### src/rtl/kf_pkg.sv
// Shared constants for the Kalman-filter sequencer and its datapath stages:
// state encoding, stage indices and small state-decode helpers.
package kf_pkg;

  typedef enum logic [3:0] {
    ST_IDLE = 4'd0,
    ST_L0   = 4'd1,
    ST_W0   = 4'd2,
    ST_L1   = 4'd3,
    ST_W1   = 4'd4,
    ST_L2   = 4'd5,
    ST_W2   = 4'd6,
    ST_L3   = 4'd7,
    ST_W3   = 4'd8,
    ST_FIN  = 4'd9,
    ST_ERR  = 4'd10
  } kf_state_e;

  localparam logic [1:0] STG_PS = 2'd0;
  localparam logic [1:0] STG_PC = 2'd1;
  localparam logic [1:0] STG_KG = 2'd2;
  localparam logic [1:0] STG_UP = 2'd3;

  function automatic logic is_wait(input kf_state_e s);
    return (s == ST_W0) || (s == ST_W1) || (s == ST_W2) || (s == ST_W3);
  endfunction

  // Stage index owning a launch or wait state; other states map to stage 0.
  function automatic logic [1:0] stage_of(input kf_state_e s);
    logic [1:0] idx;
    idx = STG_PS;
    case (s)
      ST_L1, ST_W1: idx = STG_PC;
      ST_L2, ST_W2: idx = STG_KG;
      ST_L3, ST_W3: idx = STG_UP;
      default:      idx = STG_PS;
    endcase
    return idx;
  endfunction

endpackage

### src/rtl/kf_stage_wdt.sv
// Stage wait watchdog: down-counter loaded while idle (clr), expires on the
// TMO_CYC-th consecutive enabled cycle.
module kf_stage_wdt #(
  parameter int TMO_CYC = 64
) (
  input  logic clk,
  input  logic rst_n,
  input  logic clr,
  input  logic en,
  output logic expired
);

  localparam int CW = 10;
  localparam logic [CW-1:0] TC_LOAD = CW'(TMO_CYC - 1);

  logic [CW-1:0] cnt;

  always_ff @(posedge clk or negedge rst_n) begin
    if (!rst_n) begin
      cnt <= '0;
    end else if (clr) begin
      cnt <= TC_LOAD;
    end else if (en && (cnt != '0)) begin
      cnt <= cnt - 1'b1;
    end
  end

  assign expired = en && (cnt == '0);

endmodule

### src/rtl/kf_iter_seq.sv
// Kalman iteration sequencer: launches the four stages in order and counts
// completed iterations. Optional stage watchdog under KF_SEQ_WDT_EN.
//
// state | meaning
// IDLE  | waiting for go
// Li    | stg_start[i] pulse (i = 0..3)
// Wi    | waiting for stg_done[i]
// FIN   | iteration complete, iter_done high, iter_cnt bumps
// ERR   | stage wait timed out, err latched
module kf_iter_seq
  import kf_pkg::*;
#(
  parameter int TMO_CYC = 64,
  parameter int ITER_W  = 16
) (
  input  logic              clk,
  input  logic              rst_n,
  input  logic              go_valid,
  output logic              go_ready,
  input  logic              abort,
  output logic [3:0]        stg_start,
  input  logic [3:0]        stg_done,
  output logic              busy,
  output logic              iter_done,
  output logic [ITER_W-1:0] iter_cnt,
  output logic              err,
  output logic [1:0]        err_stage
);

  kf_state_e state, state_nxt;
  logic       rdy_q;
  logic       go_acc;
  logic       in_wait;
  logic [1:0] cur_stg;
  logic       stg_hit;
  logic       tmo;

  assign in_wait = is_wait(state);
  assign cur_stg = stage_of(state);
  assign stg_hit = in_wait && stg_done[cur_stg];

`ifdef KF_SEQ_WDT_EN
  logic expired;

  kf_stage_wdt #(.TMO_CYC(TMO_CYC)) u_wdt (
    .clk     (clk),
    .rst_n   (rst_n),
    .clr     (!in_wait),
    .en      (in_wait),
    .expired (expired)
  );

  // A done arriving in the expiry cycle still counts as success.
  assign tmo = expired && !stg_hit;
`else
  assign tmo = 1'b0;
`endif

  // Holds go_ready low until the first clock edge after reset release.
  always_ff @(posedge clk or negedge rst_n) begin
    if (!rst_n) rdy_q <= 1'b0;
    else        rdy_q <= 1'b1;
  end

  assign go_ready  = rdy_q && (state == ST_IDLE);
  assign go_acc    = go_valid && go_ready && !abort;
  assign busy      = (state != ST_IDLE);
  assign iter_done = (state == ST_FIN);

  always_ff @(posedge clk or negedge rst_n) begin
    if (!rst_n) state <= ST_IDLE;
    else        state <= state_nxt;
  end

  always_comb begin
    state_nxt = state;
    if (abort && (state != ST_IDLE)) begin
      state_nxt = ST_IDLE;
    end else begin
      case (state)
        ST_IDLE: if (go_acc) state_nxt = ST_L0;
        ST_L0:   state_nxt = ST_W0;
        ST_L1:   state_nxt = ST_W1;
        ST_L2:   state_nxt = ST_W2;
        ST_L3:   state_nxt = ST_W3;
        ST_W0: begin
          if (stg_hit)  state_nxt = ST_L1;
          else if (tmo) state_nxt = ST_ERR;
        end
        ST_W1: begin
          if (stg_hit)  state_nxt = ST_L2;
          else if (tmo) state_nxt = ST_ERR;
        end
        ST_W2: begin
          if (stg_hit)  state_nxt = ST_L3;
          else if (tmo) state_nxt = ST_ERR;
        end
        ST_W3: begin
          if (stg_hit)  state_nxt = ST_FIN;
          else if (tmo) state_nxt = ST_ERR;
        end
        ST_FIN:  state_nxt = ST_IDLE;
        ST_ERR:  state_nxt = ST_IDLE;
        default: state_nxt = ST_IDLE;
      endcase
    end
  end

  always_comb begin
    stg_start = 4'b0000;
    case (state)
      ST_L0:   stg_start[STG_PS] = 1'b1;
      ST_L1:   stg_start[STG_PC] = 1'b1;
      ST_L2:   stg_start[STG_KG] = 1'b1;
      ST_L3:   stg_start[STG_UP] = 1'b1;
      default: stg_start = 4'b0000;
    endcase
  end

  always_ff @(posedge clk or negedge rst_n) begin
    if (!rst_n)                 iter_cnt <= '0;
    else if (state == ST_FIN)   iter_cnt <= iter_cnt + 1'b1;
  end

`ifdef KF_SEQ_WDT_EN
  always_ff @(posedge clk or negedge rst_n) begin
    if (!rst_n) begin
      err       <= 1'b0;
      err_stage <= 2'd0;
    end else if (go_acc) begin
      err       <= 1'b0;
    end else if (state_nxt == ST_ERR) begin
      err       <= 1'b1;
      err_stage <= cur_stg;
    end
  end
`else
  assign err       = 1'b0;
  assign err_stage = 2'd0;
`endif

endmodule

### config.mk
export PLATFORM = sky130hd
export DESIGN_NAME = kf_iter_seq
export DESIGN_NICKNAME = d
export VERILOG_FILES = /design/src/rtl/kf_pkg.sv /design/src/rtl/kf_stage_wdt.sv /design/src/rtl/kf_iter_seq.sv
export SDC_FILE = /design/constraint.sdc
export NUM_CORES = 1
export LEC_CHECK = 0
export CORE_ASPECT_RATIO = 1.1
export CORE_MARGIN = 1
export CORE_UTILIZATION = 42
export DETAILED_ROUTE_END_ITERATION = 12
export GPL_TIMING_DRIVEN = 0
export PLACE_DENSITY = 0.85
export SLEW_MARGIN = 5
export SYNTH_ARGS = -nofsm -noshare
export SYNTH_HDL_FRONTEND = slang
export SYNTH_SLANG_ARGS = --single-unit
### constraint.sdc
create_clock -name clk -period 1.7 [get_ports clk]
set_clock_uncertainty 0.1 [all_clocks]
set_input_delay 0.34 -clock clk [delete_from_list [all_inputs] [get_ports clk]]
set_output_delay 0.34 -clock clk [all_outputs]
set_load 0.02 [all_outputs]
==> metrics.cfg <==
[min_path]
hp-class = reg2reg

[critical_path]
cp_max_fo = 6
cp.required_ns = 1.26
cp-start-kind = flop
arrival_ns = 1.42
path_class = reg2out
critPathCaptureType = output port

[final_layout]
drive_gt1_share_pct = 36.6
finalNonFillerCells = 195
fin_nets = 174
n_antenna_cell = 0
final_area_um2 = 1800
synthToLayoutAreaGrowth_pct = 57.4

[placement]
dpl.hpwl_mm = 1.68
port-buffer-count = 30
place_area_um2 = 1500
gp_routability_congestion = 0.770
dp.cells = 173

[die]
io_pins = 34
core.rowCount = 19
dieArea_um2 = 2940
die_h_um = 56.8
initial_core_util_pct = 45.1
die_w_um = 51.8
coreArea_um2 = 2540

[yosys]
synth_largest_area_cell = dfrtp_1
syn-mean-instance-area_um2 = 10.4
synth.distinct_cells = 33
yosysMostFrequentCell = dfrtp_1
synthAdderAreaFrac_pct = 1.09
synth-seq-cells = 21
synth_compound_gate_area_share_pct = 6.00
muxShareOfSynthArea_pct = 2.29
synth_top_family_by_area = simple AND/OR/NAND/NOR gates
synthSimpleGateAreaFrac_pct = 24.3
seq_area_frac_synth_pct = 45.9
synth-edff-count = 0
synth_async_sr_flop_share_pct = 100
yosys-top-cells-count = dfrtp_1, xnor2_1, nand2_1
ys.flop_type = dfrtp_1
synth_top_area_share_pct = 45.9
netlist_top_cells_area = dfrtp_1, xnor2_1, and3_1, nand2_1, nand4_1
synthXorXnorAreaFrac_pct = 13.8
syn_inst = 110
syn_area_um2 = 1150
yosys_warnings = 0

[sta]
hold_viol_final = 0
period_minus_slack_ns = 1.86
rsz0062_at_grt = yes
max_freq_mhz = 536
finalCritPeriodShare_pct = 110
drv_slew = 0
relSlewSlack_pct = 39.5
tightest_slew_ns = 0.904
setup_violations = 18
finalWorstSetupSlack_ns = -0.165

[clock_network]
clock-sinks = 21
cts_buffers = 3
clock_latency_ns = 0.32
clockBufferDepth = 2
cts_tree = built
htree_levels = 1
clk_transition_reported_paths_ns = 0.12
ctsRootBufferMaster = clkbuf_4

[power]
vdd_drop_max_mv = 0.441
power_uw = 981
p_leak_nw = 0.934
power.density_nw_per_um2 = 544

[route]
vias = 996
ant_nets = 0
finalWirelength_mm = 2.86
drtIter0Drc = 37
via_per_inst = 5.11
drc = 0
wire_per_inst_um = 14.7
firstDrtPassIters = 4

[global_routing]
grtUsageTotal_pct = 19.9
grt_antenna_before_repair = 0
grt_max_degree = 22
grt_pass1_vias = 940
overflow = 0
grt_pass1_wl_mm = 4.37

[job]
cap_violations = 0

[outcome]
violations = setup timing
status = finished, violations left

[cells by family after synthesis]
logic type	count (synthesis)
xor gates and xnor gates	18
AOI/OAI and AO/OA	6
muxes	2
and+or+nand+nor	48
adders and majority gates	1
other	2
DFF	21
buffers and inverters	12
[placed cells by master, fill, tap and decap left out, types with 3 or more instances in the layout]
master / count
nor2_1: 4
nand4_1: 6
dfrtp_1: 21
buf_4: 21
clkbuf_4: 3
buf_6: 10
and3_1: 4
conb_1: 4
clkdlybuf4s50_1: 7
dlygate4sd2_1: 16
xor2_1: 3
xnor2_1: 12
nor3_1: 4
nand2_1: 7
[per-stage QoR]
step / setup TNS (ns) / utilization, % / hold WS, ns / setup slack, ns
final: -1.37 / 70.9 / 0.372 / -0.165
after global routing: -2.40 / 70.9 / 0.403 / -0.201
after CTS: -0.836 / 65.9 / 0.378 / -0.173
after detailed placement: -2.52 / 58.9 / 0.365 / -0.386
after global placement: -2.37 / 58.9 / 0.362 / -0.379
after floorplan: 0 / - / -0.0556 / 0.00721
[worst max-delay path, stage by stage (launching register included)]
cell	delay [ns]
dfrtp_1	0.41
buf_4	0.14
and4bb_1	0.31
buf_6	0.13
buf_6	0.11
[per-layer routing]
layer	GRT usage, %	up-vias	wire, um
met4	6.95	0	41
met5	0	-	0
met3	1.63	3	46
met2	32.1	19	1450
li1	-	486	-
met1	27.5	488	1320
[area by class of cell]
type | count | area (um^2)
fillers | 175 | 739
multi-input cells | 79 | 687
repair buffers | 48 | 412
plain buffers | 10 | 108
inverters | 2 | 7.51
well taps | 31 | 38.8
flip-flops and latches | 21 | 526
clock buffers | 4 | 26.3
[power breakdown]
group	switching [mW]	internal (mW)
clock network	0.162	0.0920
registers	0.00479	0.507
logic	0.106	0.111
total	0.272	0.709
[state kept, by name, summed over array words and instances, names as in the netlist]
signal,cells
iter_cnt,16
state,4
rdy_q,1
[path summary, 6_finish.rpt]
kind	start	end	cells past startpoint	slack (ns)
worst min register to register	iter_cnt[15]	iter_cnt[15]	1	0.37
worst min-delay path	iter_cnt[15]	iter_cnt[15]	1	0.37
worst max-delay path	state[1]	iter_done	4	-0.16
max in group asynchronous	rst_n	iter_cnt[13]	1	0.53
worst max register to register	state[1]	state[0]	6	-0.13
min in group asynchronous	rst_n	iter_cnt[1]	1	0.42
[what timing repair did]
| item | in CTS | in global routing |
|---|---|---|
| resized for setup | 74 | 18 |
| hold buffers | 0 | 0 |
| setup buffers | 13 | 5 |
| setup endpoints to repair | 25 | 20 |
| pin swaps | 6 | 8 |
No activity file was read; power rests on OpenSTA's default activity.
